## src/rtl/lambert_shade_pkg.sv

```systemverilog
// Package for lambert_shade: fixed-point and vector types plus the helpers
// used by the shading pipeline.
//   fixed_point_t    : signed FIXED_W-bit value with FIXED_FRACTION_W fraction bits
//   vector_t         : packed {x, y, z} of fixed_point_t
//   vector_dot       : combinational dot product with overflow flag
//   fixed_clamp_unit : clamp a dot result into [0, one]
//   fixed_mul_trunc  : widening multiply, truncated back to fixed_point_t
package lambert_shade_pkg;

    localparam int FIXED_W          = 16;
    localparam int FIXED_FRACTION_W = 8;
    // Width of the dot-product accumulator: three full products plus carry room.
    localparam int ACC_W            = 2 * FIXED_W + 2;

    typedef logic signed [FIXED_W-1:0] fixed_point_t;

    typedef struct packed {
        fixed_point_t x;
        fixed_point_t y;
        fixed_point_t z;
    } vector_t;

    typedef struct packed {
        fixed_point_t value;
        logic         overflow;
    } dot_result_t;

    localparam fixed_point_t FIXED_ZERO = 16'sd0;
    localparam fixed_point_t FIXED_ONE  = 16'sd1 <<< FIXED_FRACTION_W;

    // Exact sum of products, then one arithmetic shift back to the fixed format.
    // Overflow means the shifted sum does not fit in fixed_point_t.
    function automatic dot_result_t vector_dot(input vector_t a, input vector_t b);
        logic signed [ACC_W-1:0] acc;
        logic signed [ACC_W-1:0] sh;
        dot_result_t             r;
        acc = ACC_W'(a.x) * ACC_W'(b.x)
            + ACC_W'(a.y) * ACC_W'(b.y)
            + ACC_W'(a.z) * ACC_W'(b.z);
        sh         = acc >>> FIXED_FRACTION_W;
        r.value    = sh[FIXED_W-1:0];
        r.overflow = (sh[ACC_W-1:FIXED_W-1] != {(ACC_W - FIXED_W + 1){sh[FIXED_W-1]}});
        return r;
    endfunction

    // Overflowed results saturate high regardless of sign.
    function automatic fixed_point_t fixed_clamp_unit(input fixed_point_t value,
                                                      input logic         overflow);
        fixed_point_t c;
        if (overflow) begin
            c = FIXED_ONE;
        end else if (value < FIXED_ZERO) begin
            c = FIXED_ZERO;
        end else if (value > FIXED_ONE) begin
            c = FIXED_ONE;
        end else begin
            c = value;
        end
        return c;
    endfunction

    // Truncating shift; callers pass non-negative operands, so this is a floor.
    function automatic fixed_point_t fixed_mul_trunc(input fixed_point_t a,
                                                     input fixed_point_t b);
        logic signed [2*FIXED_W-1:0] p;
        p = (2*FIXED_W)'(a) * (2*FIXED_W)'(b);
        return fixed_point_t'(p >>> FIXED_FRACTION_W);
    endfunction

endpackage

```

## src/rtl/lambert_shade_pipe_stage_ctrl.sv

```systemverilog
// Valid flop plus load/advance logic for one elastic pipeline stage.
//   clk, rst_n  : clock, asynchronous active-low reset
//   up_valid_i  : upstream stage (or input) holds a valid element
//   down_adv_i  : downstream will take this stage's element this cycle
//   load_o      : this stage may load (empty, or its element is leaving)
//   en_o        : data registers of this stage should capture
//   valid_o     : this stage holds a valid element
module pipe_stage_ctrl (
    input  logic clk,
    input  logic rst_n,
    input  logic up_valid_i,
    input  logic down_adv_i,
    output logic load_o,
    output logic en_o,
    output logic valid_o
);

    logic valid_q;
    logic valid_d;

    // An empty stage loads even while downstream stalls, so bubbles collapse.
    always_comb begin
        load_o = !valid_q || down_adv_i;
        en_o   = load_o && up_valid_i;
        if (load_o) begin
            valid_d = up_valid_i;
        end else begin
            valid_d = valid_q;
        end
    end

    // Stage valid register.
    always_ff @(posedge clk or negedge rst_n) begin
        if (!rst_n) begin
            valid_q <= 1'b0;
        end else begin
            valid_q <= valid_d;
        end
    end

    assign valid_o = valid_q;

endmodule

```

## src/rtl/lambert_shade.sv

```systemverilog
// Lambert diffuse shader: intensity = AMBIENT + (one - AMBIENT) * clamp(dot(n, l), 0, one)
// as a 3-stage elastic valid/ready pipeline with a tag carried per element.
//   clk, rst_n           : clock, asynchronous active-low reset
//   in_valid / in_ready  : input handshake for normal, light, in_tag
//   out_valid / out_ready: output handshake for intensity, out_tag
//   intensity            : shaded value in [AMBIENT, one]
module lambert_shade
    import lambert_shade_pkg::*;
#(
    parameter int           TAG_W   = 16,
    parameter fixed_point_t AMBIENT = 16'sd1 <<< (FIXED_FRACTION_W - 3)
) (
    input  logic             clk,
    input  logic             rst_n,
    input  logic             in_valid,
    output logic             in_ready,
    input  vector_t          normal,
    input  vector_t          light,
    input  logic [TAG_W-1:0] in_tag,
    output logic             out_valid,
    input  logic             out_ready,
    output fixed_point_t     intensity,
    output logic [TAG_W-1:0] out_tag
);

    logic ld1_s, ld2_s, ld3_s;
    logic en1_s, en2_s, en3_s;
    logic v1_s, v2_s, v3_s;

    dot_result_t  dot_s;
    fixed_point_t s1_dot_q, s1_dot_d;
    logic         s1_ovf_q, s1_ovf_d;
    fixed_point_t s2_c_q, s2_c_d;
    fixed_point_t s3_int_q, s3_int_d;
    logic [TAG_W-1:0] s1_tag_q, s2_tag_q, s3_tag_q;

    // Each stage advances when the next one loads; the last follows out_ready.
    pipe_stage_ctrl u_stage1 (.clk(clk), .rst_n(rst_n), .up_valid_i(in_valid), .down_adv_i(ld2_s),
                              .load_o(ld1_s), .en_o(en1_s), .valid_o(v1_s));
    pipe_stage_ctrl u_stage2 (.clk(clk), .rst_n(rst_n), .up_valid_i(v1_s), .down_adv_i(ld3_s),
                              .load_o(ld2_s), .en_o(en2_s), .valid_o(v2_s));
    pipe_stage_ctrl u_stage3 (.clk(clk), .rst_n(rst_n), .up_valid_i(v2_s), .down_adv_i(out_ready),
                              .load_o(ld3_s), .en_o(en3_s), .valid_o(v3_s));

    assign dot_s = vector_dot(normal, light);

    // Per-stage datapath: dot product, clamp, ambient blend.
    always_comb begin
        s1_dot_d = dot_s.value;
        s1_ovf_d = dot_s.overflow;
        s2_c_d   = fixed_clamp_unit(s1_dot_q, s1_ovf_q);
        s3_int_d = AMBIENT + fixed_mul_trunc(FIXED_ONE - AMBIENT, s2_c_q);
    end

    // S1 registers: dot product, overflow flag and tag.
    always_ff @(posedge clk or negedge rst_n) begin
        if (!rst_n) begin
            s1_dot_q <= FIXED_ZERO;
            s1_ovf_q <= 1'b0;
            s1_tag_q <= {TAG_W{1'b0}};
        end else if (en1_s) begin
            s1_dot_q <= s1_dot_d;
            s1_ovf_q <= s1_ovf_d;
            s1_tag_q <= in_tag;
        end
    end

    // S2 registers: clamped dot and tag.
    always_ff @(posedge clk or negedge rst_n) begin
        if (!rst_n) begin
            s2_c_q   <= FIXED_ZERO;
            s2_tag_q <= {TAG_W{1'b0}};
        end else if (en2_s) begin
            s2_c_q   <= s2_c_d;
            s2_tag_q <= s1_tag_q;
        end
    end

    // S3 registers: final intensity and tag; held while the consumer stalls.
    always_ff @(posedge clk or negedge rst_n) begin
        if (!rst_n) begin
            s3_int_q <= FIXED_ZERO;
            s3_tag_q <= {TAG_W{1'b0}};
        end else if (en3_s) begin
            s3_int_q <= s3_int_d;
            s3_tag_q <= s2_tag_q;
        end
    end

    assign in_ready  = ld1_s;
    assign out_valid = v3_s;
    assign intensity = s3_int_q;
    assign out_tag   = s3_tag_q;

endmodule

```

## config.mk

```make
export PLATFORM = sky130hd
export DESIGN_NAME = lambert_shade
export DESIGN_NICKNAME = d
export VERILOG_FILES = /design/src/rtl/lambert_shade_pkg.sv /design/src/rtl/lambert_shade_pipe_stage_ctrl.sv /design/src/rtl/lambert_shade.sv
export SDC_FILE = /design/constraint.sdc
export NUM_CORES = 2
export LEC_CHECK = 0
export CELL_PAD_IN_SITES_DETAIL_PLACEMENT = 1
export CELL_PAD_IN_SITES_GLOBAL_PLACEMENT = 1
export CORE_ASPECT_RATIO = 1.4
export CORE_UTILIZATION = 55
export CTS_BUF_LIST = sky130_fd_sc_hd__clkbuf_4 sky130_fd_sc_hd__clkbuf_8
export DETAILED_ROUTE_END_ITERATION = 10
export GPL_ROUTABILITY_DRIVEN = 0
export GPL_TIMING_DRIVEN = 0
export PLACE_DENSITY = 0.95
export SYNTH_ARGS = -nofsm -noshare
export SYNTH_HDL_FRONTEND = slang
export SYNTH_HIERARCHICAL = 1
export SYNTH_SLANG_ARGS = --single-unit
```

## constraint.sdc

```tcl
create_clock -name clk -period 5.92 [get_ports clk]
set_clock_uncertainty 0.15 [all_clocks]
set_input_delay 0.592 -clock clk [delete_from_list [all_inputs] [get_ports clk]]
set_output_delay 0.592 -clock clk [all_outputs]
set_load 0.01 [all_outputs]
```

==> out/summary.txt, run 1 <==
Status: stopped before the end
Fail Step: 5_1_grt
First Err: [ERROR GRT-0116] Global routing finished with congestion. Check the congestion regions in the DRC Viewer.
Clock sinks: 99
Detailed Place HPWL: 115.8 mm
Yosys warns: 6
Most frequent cell after synthesis: inv_1
Overflow after GRT: 30
Most frequent cells after synthesis: 1042 x inv_1, 944 x fa_1, 376 x and2_1, 371 x nand2_1, 229 x ha_1
Register area share after synthesis: 7.021%
Cells after synthesis: 3575
Synth area leaders: fa_1 54%, inv_1 11%, ha_1 8.1%, dfrtp_1 7.0%, and2_1 6.7%
Die Span Y: 301.7 µm
Post-synth EDFFs: 0
Buffers on Ports: 149
Netlist Area Pre-Place: 35290 µm²
Largest net degree at the start of global routing: 67
Area leader, netlist: fa_1
H-tree Lvls: 3
Ys flop type: dfrtp_1
Mean area per synthesized cell: 9.870 µm²
Worst-case clock buffer depth: 2
Die X: 216.1 µm
Ys async rst share: 100.0%
#FFs+latches synth: 99
Initial Utilization: 55.76%
Post-synth cell types: 62
Root Buffer: clkbuf_8
Yosys top cell area share: 53.56%
Num CTS Buffers: 9
First-pass GRT wire length: 310.0 mm
Row cnt: 109
Gr usage total: 68.62%
# IOs: 150
Mapped Nets: 4864
Number of global-route vias before repair: 40871
[through the flow]
| step | hold slack [ns] | TNS, ns | setup WS, ns | cell area, µm² | cells |
|---|---|---|---|---|---|
| floorplan | 0.1464 | -19.19 | -2.140 | 35910 | 3575 |
| global placement | 0.3287 | -45.55 | -4.146 | 38450 | 4556 |
| detailed placement | 0.3454 | -53.06 | -4.656 | 38480 | 4558 |
| CTS | 0.3695 | -28.59 | -2.863 | 40660 | 4651 |
[routing by layer]
metal | overflow | global-route usage (%)
met5 | 0 | 16.15
met3 | 0 | 47.78
met2 | 17 | 90.11
met1 | 0 | 66.17
met4 | 13 | 73.88
[kinds of logic after synthesis]
| family | count (synthesis) | synth area share [%] |
|---|---|---|
| buffers and inverters | 1151 | 12.24 |
| XOR/XNOR | 64 | 1.589 |
| AO/OA/AOI/OAI | 115 | 2.131 |
| AND/OR/NAND/NOR | 901 | 13.06 |
| flip-flops | 99 | 7.021 |
| adder cells (fa/ha/maj) | 1173 | 61.68 |
| multiplexers | 72 | 2.273 |
[what timing repair did]
| item | in CTS |
|---|---|
| setup endpoints to repair | 17 |
| endpoints found under the hold margin | 10 |
| pin swaps | 99 |
| cloned | 1 |
| gates resized for setup | 872 |
| buffers inserted | 75 |
| hold buffers | 1 |
==> run 2, diff against run 1 <==
- CELL_PAD_IN_SITES_DETAIL_PLACEMENT: 1 -> default
- CELL_PAD_IN_SITES_GLOBAL_PLACEMENT: 1 -> default
- CORE_ASPECT_RATIO: 1.4 -> default
- CORE_UTILIZATION: 55 -> 40
- CTS_BUF_LIST: sky130_fd_sc_hd__clkbuf_4 sky130_fd_sc_hd__clkbuf_8 -> default
- PLACE_DENSITY: 0.95 -> default
- PLACE_DENSITY_LB_ADDON: default -> 0.15
==> out/summary.txt, run 2 <==
Register area share after synthesis: 7.021%
Worst-case clock buffer depth: 2
CP dominant cell by count: fa_1
Setup slack after layout: -2.737 ns
Setup violators final: 17
DRT iter0 DRCs: 1007
Synth area leaders: fa_1 54%, inv_1 11%, ha_1 8.1%, dfrtp_1 7.0%, and2_1 6.7%
Netlist Area Pre-Place: 35290 µm²
CP Buf/Inv Count: 7
Gr usage total: 22.34%
Worst r2r dst: intensity[13]
Row cnt: 108
Crit. End Element: register
Most frequent cells in the layout: 1020 x inv_1, 911 x fa_1, 361 x and2_1, 356 x nand2_1, 209 x ha_1
FF-to-FF path depth: 16
Full die area: 89400 µm²
Area leader, netlist: fa_1
Required @ worst endpoint: 5.98 ns
Max-Cap Viols: 0
Residual DRC: 0
Clock sinks: 99
Setup Crit Path Kind: in -> reg
CP endpoint: s1_ovf_q
# IOs: 150
Share of layout cells above drive strength 1: 13.91%
Least-Margin Pin Slew: 0.7095 ns
Area delta synth->final: 16.77%
TritonCTS clock tree: built
CTS clk-pin slew, worst paths: 0.07 ns
Via density: 4.734
Final instance area: 41200 µm²
Worst min path class: in -> async
Routed WL: 95.04 mm
Via count: 23663
Layout Nets: 5124
Initial antenna violation count: 5
Final Cycle Share: 146.2%
R2r setup slk: 1.90 ns
Dpl ws: -4.526 ns
Cell family with most CP delay: adder cells
Post-synth EDFFs: 0
Final ANT Viol Nets: 0
Post-synth cell types: 62
Area post-placement: 38880 µm²
Cells after synthesis: 3575
Mapped Nets: 4864
Average wire per standard cell: 19.01 µm
Largest net degree at the start of global routing: 53
Most frequent cells after synthesis: 1042 x inv_1, 944 x fa_1, 376 x and2_1, 371 x nand2_1, 229 x ha_1
RR Startpoint: s2_c_q[2]
Die X: 299.0 µm
Slew margin rel.: 52.58%
Number of global-route vias before repair: 26001
Worst path arrival time: 8.72 ns
Min cycle time layout: 8.657 ns
Crit path max-delay cell type: fa_1
Yosys warns: 6
Buffers on Ports: 149
Root Buffer: clkbuf_16
Status: finished with violations
Most frequent cell after synthesis: inv_1
Peak Freq: 115.5 MHz
RSZ-0062 raised after global routing: true
Levels on crit path: 27
Core area: 87020 µm²
Die Span Y: 299.0 µm
First-pass GRT wire length: 149.6 mm
Largest stage delay, worst path: 0.58 ns
Clock Latency Late Sink: 0.35 ns
Hold_buf cts: 0
Critical path fanouts, max: 9
Fin. max-slew vios: 0
Mean area per synthesized cell: 9.870 µm²
Ys async rst share: 100.0%
Detailed Place HPWL: 83.52 mm
Commonest non-fill, non-tap cell in the layout: inv_1
Num CTS Buffers: 9
H-tree Lvls: 3
Initial Utilization: 40.55%
Setup crit start kind: primary input
Final hold violations: 0
#FFs+latches synth: 99
Violated checks: negative setup slack
Number of fill cells: 8412
1st-pass router iterations: 5
Overflow after GRT: 0
Yosys top cell area share: 53.56%
Ys flop type: dfrtp_1
CP startpoint: normal[31]
-- run 2: what timing repair did --
item	4_1_cts	5_1_grt
endpoints found under the setup margin	17	17
setup buffers	45	52
resized for setup	723	215
pin swaps	43	83
cloned	1	1
-- run 2: per-stage QoR --
stage          hold WS [ns]  utilization [%]  std cells  setup TNS [ns]
6_report             0.1110            47.35       4998          -26.53
5_1_grt              0.1562            47.34       4995          -29.05
4_1_cts              0.1333            46.46       4943          -26.16
3_5_place_dp         0.3376            44.68       4881          -47.51
3_3_place_gp         0.3314            44.64       4879          -47.60
2_1_floorplan        0.1464                -       3575          -19.19
-- run 2: worst min path at each step --
stage | startpoint | endpoint | slack [ns] | cells past startpoint
after floorplan | rst_n | intensity[0] | 0.15 | 0
after global placement | s1_dot_q[9] | s1_dot_q[9] | 0.33 | 1
after detailed placement | s1_tag_q[15] | s2_tag_q[15] | 0.34 | 1
after CTS | rst_n | intensity[12] | 0.13 | 1
final | rst_n | intensity[12] | 0.11 | 1
after global routing | rst_n | intensity[12] | 0.16 | 1
-- run 2: cell type report --
cell class | instances | area (µm²) | area share (%)
Multi-Input combinational cell | 2325 | 29200 | 70.88
Inverter | 1043 | 3935 | 9.550
Sequential cell | 99 | 2477 | 6.013
Timing Repair Buffer | 249 | 2237 | 5.430
Buffer | 108 | 1602 | 3.887
Tap cell | 1155 | 1445 | 3.507
Clock buffer | 13 | 250.2 | 0.6073
Clock inverter | 3 | 46.29 | 0.1124
Antenna cell | 3 | 7.507 | 0.01822
-- run 2: per-layer routing --
layer | vias up | share of wire, % | global-route usage [%]
met4 | 0 | 1.9 | 4.397
li1 | 10667 | - | -
met3 | 73 | 4.4 | 2.087
met1 | 12432 | 40 | 28.51
met5 | - | 0 | 0
met2 | 491 | 54 | 41.05
-- run 2: kinds of logic (layout without fill, tap and decap cells) --
family                     after synthesis  count (layout)  synth area share [%]
AOI/OAI and AO/OA                      115             115                 2.131
muxes                                   72              72                 2.273
and+or+nand+nor                        901             901                 13.06
other                                    0               3                     0
xor gates and xnor gates                64              64                 1.589
buffers and inverters                 1151            1416                 12.24
DFF                                     99              99                 7.021
adders and majority gates             1173            1173                 61.68
Power of run 2 is not shown: default switching activity piles up to over one toggle a cycle in this logic, so the estimate is an artifact.
